===== config.mk =====
export PLATFORM = sky130hd
export DESIGN_NAME = game_round_sequencer
export DESIGN_NICKNAME = d
export VERILOG_FILES = /design/src/rtl/game_pkg.sv /design/src/rtl/screen_scan.sv /design/src/rtl/game_round_sequencer.sv
export SDC_FILE = /design/constraint.sdc
export NUM_CORES = 1
export LEC_CHECK = 0
export BUFFER_PORTS_ARGS = -buffer_cell sky130_fd_sc_hd__buf_2
export CAP_MARGIN = 20
export CELL_PAD_IN_SITES_DETAIL_PLACEMENT = 0
export CELL_PAD_IN_SITES_GLOBAL_PLACEMENT = 1
export CORE_ASPECT_RATIO = 0.75
export CORE_MARGIN = 8
export CORE_UTILIZATION = 32
export DETAILED_ROUTE_END_ITERATION = 8
export GPL_TIMING_DRIVEN = 0
export PLACE_DENSITY_LB_ADDON = 0.1
export SLEW_MARGIN = 20
export SYNTH_ARGS = -nofsm -noshare
export SYNTH_HDL_FRONTEND = slang
export SYNTH_SLANG_ARGS = --single-unit

===== constraint.sdc =====
create_clock -name clk -period 2.2 [get_ports clk]
set_input_delay 0.44 -clock clk [delete_from_list [all_inputs] [get_ports clk]]
set_output_delay 0.44 -clock clk [all_outputs]
set_load 0.005 [all_outputs]

===== src/rtl/game_pkg.sv =====
// Shared encodings, state set, screen geometry and round-rule helpers for the
// cat/dog/chicken game round sequencer.
package game_pkg;

    localparam logic [2:0] CHOICE_CAT     = 3'b001;
    localparam logic [2:0] CHOICE_DOG     = 3'b010;
    localparam logic [2:0] CHOICE_CHICKEN = 3'b100;

    localparam int unsigned SCREEN_W = 160;
    localparam int unsigned SCREEN_H = 120;

    localparam logic [7:0] P1_SPR_X0 = 8'd16;
    localparam logic [7:0] P2_SPR_X0 = 8'd112;
    localparam logic [6:0] SPR_Y0    = 7'd40;

    typedef enum logic [3:0] {
        IDLE,
        LATCH,
        CLEAR,
        REQ_P1,
        WAIT_P1,
        REQ_P2,
        WAIT_P2,
        SCORE,
        SHOW,
        GAME_OVER
    } state_e;

    typedef enum logic [1:0] {
        RES_TIE = 2'b00,
        RES_P1  = 2'b01,
        RES_P2  = 2'b10
    } result_e;

    // Anything that is not a clean one-hot pick is played as cat.
    function automatic logic [2:0] sanitize_choice(input logic [2:0] c);
        case (c)
            CHOICE_CAT, CHOICE_DOG, CHOICE_CHICKEN: return c;
            default:                                return CHOICE_CAT;
        endcase
    endfunction

    function automatic logic beats(input logic [2:0] a, input logic [2:0] b);
        return (a == CHOICE_DOG     && b == CHOICE_CAT)     ||
               (a == CHOICE_CAT     && b == CHOICE_CHICKEN) ||
               (a == CHOICE_CHICKEN && b == CHOICE_DOG);
    endfunction

    function automatic result_e round_winner(input logic [2:0] p1, input logic [2:0] p2);
        if (p1 == p2)       return RES_TIE;
        else if (beats(p1, p2)) return RES_P1;
        else                return RES_P2;
    endfunction

endpackage


===== src/rtl/screen_scan.sv =====
// Raster scan over the full screen: x inner, y outer, one pixel per cycle.
// start_i arms the scan from (0,0); done_o is high on the last pixel.
module screen_scan
    import game_pkg::*;
(
    input  logic       clk,
    input  logic       reset,
    input  logic       start_i,
    output logic [7:0] x_o,
    output logic [6:0] y_o,
    output logic       done_o
);

    logic [7:0] x_q, x_d;
    logic [6:0] y_q, y_d;
    logic       active_q, active_d;
    logic       last_px;

    assign last_px = (x_q == 8'(SCREEN_W - 1)) && (y_q == 7'(SCREEN_H - 1));

    // NOTE: every variable written here gets a default first, so no path leaves it unassigned and no latch is inferred.
    always_comb begin
        x_d      = x_q;
        y_d      = y_q;
        active_d = active_q;
        if (start_i) begin
            x_d      = '0;
            y_d      = '0;
            active_d = 1'b1;
        end else if (active_q) begin
            if (last_px) begin
                x_d      = '0;
                y_d      = '0;
                active_d = 1'b0;
            end else if (x_q == 8'(SCREEN_W - 1)) begin
                x_d = '0;
                y_d = y_q + 7'd1;
            end else begin
                x_d = x_q + 8'd1;
            end
        end
    end

    // NOTE: sequential state uses non-blocking assignments so all registers update together at the edge.
    always_ff @(posedge clk) begin
        if (reset) begin
            x_q      <= '0;
            y_q      <= '0;
            active_q <= 1'b0;
        end else begin
            x_q      <= x_d;
            y_q      <= y_d;
            active_q <= active_d;
        end
    end

    assign x_o    = x_q;
    assign y_o    = y_q;
    assign done_o = active_q && last_px;

endmodule


===== src/rtl/game_round_sequencer.sv =====
// Round sequencer: latches both picks, clears the screen, draws both sprites via
// the external sprite engine, scores the round and holds the result on screen.
module game_round_sequencer
    import game_pkg::*;
#(
    parameter int unsigned HOLD_CYCLES = 50_000_000,
    parameter int unsigned WIN_SCORE   = 5
) (
    input  logic       clk,
    input  logic       reset,
    input  logic       go,
    input  logic [2:0] p1_choice,
    input  logic [2:0] p2_choice,
    output logic       spr_start,
    output logic [2:0] spr_sel,
    output logic [7:0] spr_x0,
    output logic [6:0] spr_y0,
    input  logic       spr_done,
    input  logic [7:0] spr_x,
    input  logic [6:0] spr_y,
    input  logic [2:0] spr_colour,
    input  logic       spr_plot,
    output logic [7:0] x,
    output logic [6:0] y,
    output logic [2:0] colour,
    output logic       plot,
    output logic [3:0] score1,
    output logic [3:0] score2,
    output logic [1:0] result,
    output logic       busy
);

    localparam logic [3:0]  WIN       = 4'(WIN_SCORE);
    localparam logic [31:0] HOLD_LAST = 32'(HOLD_CYCLES - 1);

    state_e      state_q, state_d;
    logic        go_q;
    logic [2:0]  p1_q, p1_d, p2_q, p2_d;
    logic [3:0]  score1_q, score1_d, score2_q, score2_d;
    result_e     result_q, result_d;
    logic [31:0] hold_q, hold_d;

    logic        go_rise;
    logic        scan_start;
    logic        scan_done;
    logic [7:0]  scan_x;
    logic [6:0]  scan_y;
    result_e     winner;

    assign go_rise = go && !go_q;
    assign winner  = round_winner(p1_q, p2_q);

    screen_scan u_scan (
        .clk     (clk),
        .reset   (reset),
        .start_i (scan_start),
        .x_o     (scan_x),
        .y_o     (scan_y),
        .done_o  (scan_done)
    );

    always_comb begin
        state_d    = state_q;
        p1_d       = p1_q;
        p2_d       = p2_q;
        score1_d   = score1_q;
        score2_d   = score2_q;
        result_d   = result_q;
        hold_d     = hold_q;
        scan_start = 1'b0;

        case (state_q)
            IDLE: if (go_rise) state_d = LATCH;
            GAME_OVER: begin
                if (go_rise) begin
                    state_d  = LATCH;
                    score1_d = '0;
                    score2_d = '0;
                end
            end
            LATCH: begin
                p1_d       = sanitize_choice(p1_choice);
                p2_d       = sanitize_choice(p2_choice);
                scan_start = 1'b1;
                state_d    = CLEAR;
            end
            CLEAR:   if (scan_done) state_d = REQ_P1;
            REQ_P1:  state_d = WAIT_P1;
            WAIT_P1: if (spr_done) state_d = REQ_P2;
            REQ_P2:  state_d = WAIT_P2;
            WAIT_P2: if (spr_done) state_d = SCORE;
            SCORE: begin
                result_d = winner;
                // Saturating increments keep a score from running past the match limit.
                if (winner == RES_P1 && score1_q < WIN) score1_d = score1_q + 4'd1;
                if (winner == RES_P2 && score2_q < WIN) score2_d = score2_q + 4'd1;
                hold_d   = '0;
                state_d  = SHOW;
            end
            SHOW: begin
                if (hold_q == HOLD_LAST) begin
                    hold_d  = '0;
                    state_d = (score1_q == WIN || score2_q == WIN) ? GAME_OVER : IDLE;
                end else begin
                    hold_d = hold_q + 32'd1;
                end
            end
            default: state_d = IDLE;
        endcase
    end

    always_ff @(posedge clk) begin
        if (reset) begin
            state_q  <= IDLE;
            go_q     <= 1'b0;
            p1_q     <= CHOICE_CAT;
            p2_q     <= CHOICE_CAT;
            score1_q <= '0;
            score2_q <= '0;
            result_q <= RES_TIE;
            hold_q   <= '0;
        end else begin
            state_q  <= state_d;
            go_q     <= go;
            p1_q     <= p1_d;
            p2_q     <= p2_d;
            score1_q <= score1_d;
            score2_q <= score2_d;
            result_q <= result_d;
            hold_q   <= hold_d;
        end
    end

    // Sprite request fields are decoded from state so they stay put through the wait.
    always_comb begin
        spr_start = 1'b0;
        spr_sel   = '0;
        spr_x0    = '0;
        spr_y0    = '0;
        x         = '0;
        y         = '0;
        colour    = '0;
        plot      = 1'b0;
        case (state_q)
            CLEAR: begin
                x    = scan_x;
                y    = scan_y;
                plot = 1'b1;
            end
            REQ_P1, WAIT_P1: begin
                spr_start = (state_q == REQ_P1);
                spr_sel   = p1_q;
                spr_x0    = P1_SPR_X0;
                spr_y0    = SPR_Y0;
            end
            REQ_P2, WAIT_P2: begin
                spr_start = (state_q == REQ_P2);
                spr_sel   = p2_q;
                spr_x0    = P2_SPR_X0;
                spr_y0    = SPR_Y0;
            end
            default: ;
        endcase
        if (state_q == WAIT_P1 || state_q == WAIT_P2) begin
            x      = spr_x;
            y      = spr_y;
            colour = spr_colour;
            plot   = spr_plot;
        end
    end

    assign score1 = score1_q;
    assign score2 = score2_q;
    assign result = result_q;
    assign busy   = (state_q != IDLE) && (state_q != GAME_OVER);

endmodule


## Yosys cells after proc, flatten, opt, wreduce, memory -nomap -nowiden

Index checks and enable logic that the tools add are counted.

| storage, ports and cells | value |
|---|---|
| output and inout port bits | 49 |
| bits in registers | 69 |

| operators by class | value |
|---|---|
| $lt $le $gt $ge | 2 |
| add/sub/neg operators | 5 |
| reduce and logical (&&, ||, !) cells | 30 |
| eq/ne operators | 38 |
| multiplexer cells | 37 |

Operators by type and width:

| operator | count |
|---|---|
| $pmux W32 S2 | 1 |
| $mux W4 | 9 |
| $pmux W4 S9 | 1 |
| $add A32 B1 Y32 const B | 1 |
| $eq A32 B26 Y1 const B | 1 |
| $mux W32 | 1 |
| $mux W8 | 4 |
| $mux W7 | 4 |
| $eq A4 B3 Y1 const B | 6 |
| $pmux W4 S2 | 2 |
| $ne A2 B2 Y1 const B | 7 |
| $pmux W7 S2 | 1 |
| $eq A3 B1 Y1 const B | 4 |
| $eq A3 B2 Y1 const B | 4 |
| $eq A3 B3 Y1 const B | 4 |
| $logic_and A1 B1 Y1 | 9 |
| $mux W3 | 3 |
| $add A4 B1 Y4 const B | 2 |
| $add A8 B1 Y8 const B | 1 |
| $eq A4 B2 Y1 const B | 2 |
| $eq A4 B4 Y1 const B | 2 |
| $eq A8 B8 Y1 const B | 1 |
| $lt A4 B3 Y1 const B | 2 |
| $reduce_or A2 Y1 | 4 |
| other kinds (23) | 36 |

## Depth between registers and ports, before layout

| depth | value |
|---|---|
| depth after elaboration | 10 |
| mapped depth | 7 |
| gate-level depth less buffers | 7 |

## Modules after synthesis

Synthesis repeated with hierarchy kept, for this count alone.

| second synthesis, totals | value |
|---|---|
| cell total of the unflattened synthesis | 515 |
| area, all modules | 4225.3 um^2 |

Modules (own cells, without submodules):

| module | cells each | area an instance (um^2) | times used | sequential area each (um^2) |
|---|---|---|---|---|
| game_round_sequencer | 425 | 3433.3 | 1 | 1061.0 |
| screen_scan | 90 | 792.0 | 1 | 320.3 |

## Worst setup path after synthesis

Ideal clock, no wire load.

| timing path | value |
|---|---|
| path type | reg-to-reg |
| from | reg hold_q[3] |
| to | reg hold_q[27] |
| period minus slack after synthesis | 2.134 ns |
| required time | 2.130 ns |
| arrival time | 2.063 ns |
| stages on the path, launching flop included | 8 |
| setup time | 0.070 ns |
| slack | 0.066 ns |
| cell sequence | dfxtp_1 buf_2 nand3_2 or3_1 buf_2 or4_4 or4_4 a21oi_2 |

| on the way | value |
|---|---|
| longest elaborated chain between the ends | 3 |

RTL lines:

| item | RTL line | source |
|---|---|---|
| from (decl) | game_round_sequencer.sv:41 | `logic [31:0] hold_q, hold_d;` |
| from (signal assigned) | game_round_sequencer.sv:130 | `hold_q <= hold_d;` |
| $add A32 B1 Y32 / $eq A32 B26 Y1 (equally long branches) | game_round_sequencer.sv:105, game_round_sequencer.sv:101 |  |
| $mux W32 * | game_round_sequencer.sv:101 | `if (hold_q == HOLD_LAST) begin` |
| $pmux W32 S2 * | game_round_sequencer.sv:72 | `case (state_q)` |

Mark *: on every way between the ends. The rest lies on a longest branch, timed or not.
A chain may end at the register's enable or synchronous reset.

## Worst setup path in the final report

| timing path | value |
|---|---|
| from | reg hold_q[6] |
| to | reg hold_q[27] |

Same word-level chain as after synthesis.

==> impl_metrics.toml <==
[run_status]
status = "finished, final reports clean"

[detailed_routing]
wl_per_cell_um = 16.9
drcViolationCount = 0
vias = 4192
drt-total-wl_um = 13200
drtPass1Iterations = 5
viasPerCell = 5.37
detail-route-antenna-nets = 0
drt_iter0_drc = 260

[logic_synthesis]
synth_area_um2 = 4160
synth.top_cells.by_count = "dfxtp_1 (69), nor2_1 (51), nand2_1 (44)"
synth_top_area_cell = "dfxtp_1"
synthDistinctLibCells = 67
synth_ff_type = "dfxtp_1"
synth_warnings = 0
yosysTopAreaCellShare_pct = 33.2
synth_edf_count = 0
ys_ff_latch = 69
synth.most_common_cell = "dfxtp_1"
async_flop_share_pct = 0
synth_area_leaders = "dfxtp_1 (33%), nor2_1 (4.6%), a22o_1 (4.2%)"
synth_cells = 513
seq_area_frac_synth_pct = 33.2
avgSynthCellArea_um2 = 8.11

[floorplan]
rows = 36
die-area_um2 = 17000
die_h_um = 115
ios = 78
chipWidth_um = 148
coreArea_um2 = 12800
start_util_pct = 32.4

[timing]
finalSetupViolCount = 0
rsz0062_at_grt = "no"
maxSlewViolCount = 0
relSlewSlack_pct = 34.3
tightest_slew_ps = 978
hold_viol = 0
fin_crit_ps = 2150
fmax_mhz = 465
fin_skew_ps = 6.78
fin_crit_sh_pct = 97.7
setup_tns_ps = 0

[global_routing]
grt_antenna_before_repair = 0
grt_pass1_vias = 3977
overflow = 0
grt_use_total_pct = 15.6
grt_pass1_wl_um = 21200
grt_max_degree = 11

[critical_path]
crit_buf_inv = 1
end_kind = "flip-flop"
r2r_cells = 6
r2r_slack_ps = 50
reg2reg_to = "hold_q[27]"
cp_max_fo = 7
rr_startpoint = "hold_q[6]"
critPathTopFamily = "simple AND/OR/NAND/NOR gates"
crit_path_top_delay_cell = "or4_4"
worstSetupPathType = "flip-flop to flip-flop"
cp_cell_sequence = "nand2_2 -> or3_1 -> buf_6 -> or4_4 -> or4_4 -> a21oi_2"
max_stage_delay_ps = 520
cpMostUsedCell = "or4_4"
crit_required_ps = 2470
crit_arrival_ps = 2420
crit_start = "hold_q[6]"
start_kind = "flip-flop"
path_depth = 6

[cts]
cts_tree = "yes"
numCtsBuffers = 9
clk_latency_ps = 340
clk_pin_slew_ps = 60
htree_levels = 3
cts.sinks = 69
cts_hold_buffers = 0
cts-root-buf = "clkbuf_16"
cts_max_path_buffers = 2

[layout]
syn_to_final_growth_pct = 27.4
nets = 642
utilization_pct = 41.3
drive_gt1_share_pct = 26.3
fill_cells = 1333
multiInputGateArea_um2 = 2680
final-seq-area_um2 = 1420
antennaDiodeCount = 0
finalInstanceArea_um2 = 5300

[hold_path]
hold_end = "go_q"
hold_start = "go"
hp-class = "input pin to flip-flop"
holdPathStages = 2

[pwr]
power_density_nw_per_um2 = 697
totalPowerFinal_w = 0.00370
ir_worst_vdd_v = 0.000428
p_leak_nw = 2.04

[placement]
dp_hpwl_um = 9560
place.gp.congestion = 0.795
io_buffers = 66
place_area_um2 = 4740

[job]
maxCapViolations = 0
## layout make-up
class                   count  share of cell area [%]
multi-input cells         402                    50.5
flip-flops and latches     69                    26.8
repair buffers             74                    7.36
clock buffers              16                    5.50
plain buffers              38                    5.07
well taps                 171                    4.03
inverters                  10                   0.708
## worst max-delay path by stage
stage / slack (ps) / to
6_report: 50 / hold_q[27]
5_1_grt: 2 / hold_q[27]
4_1_cts: 10 / hold_q[27]
3_5_place_dp: -570 / hold_q[29]
3_3_place_gp: -560 / hold_q[29]
2_1_floorplan: 70 / hold_q[27]
## cells in the final DEF (no fill, tap or decap), drive strengths merged, types with 4 or more instances in the layout
master,synthesis,layout
a21oi,20,20
a22o,20,20
a31o,4,4
a31oi,9,9
and2,10,10
and3,13,13
and4,8,8
buf,17,93
clkbuf,24,35
conb,1,10
dfxtp,69,69
ha,9,9
inv,10,10
mux2i,11,11
nand2,44,44
nand2b,4,4
nand3,34,34
nand4,22,22
nor2,51,51
nor3,10,10
nor4,14,14
o211ai,8,8
o21ai,13,13
o31ai,5,5
or3,7,7
or4,5,5
xnor2,17,17
xor2,15,15
## kinds of logic after synthesis
kind of cell / share of synthesized area (%)
and+or+nand+nor: 31.9
AOI/OAI and AO/OA: 16.8
DFF: 33.2
buffers and inverters: 5.92
xor gates and xnor gates: 6.73
muxes: 2.65
adders and majority gates: 2.71
other: 0.0901
## metal layers
layer | global-route usage [%] | share of wire, % | vias up
met5 | 0 | 0 | -
met1 | 22.4 | 53 | 1996
met3 | 4.13 | 5.8 | 8
met4 | 4.47 | 0.95 | 0
li1 | - | - | 2066
met2 | 22.5 | 40 | 122
## registers in the layout, summed over array words and instances, names as in the netlist
| name | count |
|---|---|
| hold_q | 32 |
| u_scan.x_o | 8 |
| u_scan.y_o | 7 |
| score1 | 4 |
| score2 | 4 |
| state_q | 4 |
| p1_q | 3 |
| p2_q | 3 |
| result | 2 |
| go_q | 1 |
| u_scan.active_q | 1 |
## report_power, final
group / internal (W) / switching (W) / total (W)
registers: 0.00129 / 0.0000646 / 0.00136
clock network: 0.000889 / 0.000551 / 0.00144
logic: 0.000393 / 0.000504 / 0.000897
total: 0.00258 / 0.00112 / 0.00370
## timing repair
| action | 4_1_cts | 5_1_grt |
|---|---|---|
| endpoints found under the setup margin | 72 | 52 |
| gates cloned | 1 | 0 |
| gates resized for setup | 42 | 38 |
| pin swaps | 5 | 4 |
| buffers inserted | 6 | 1 |
## per-stage QoR
stage	setup slack [ps]	hold WS, ps	instances
after floorplan	66.4	453	522
after global placement	-556	466	759
after detailed placement	-569	473	759
after CTS	9.82	334	779
after global routing	1.91	346	780
final	49.6	356	780
Power figures use the tool's default switching activity.
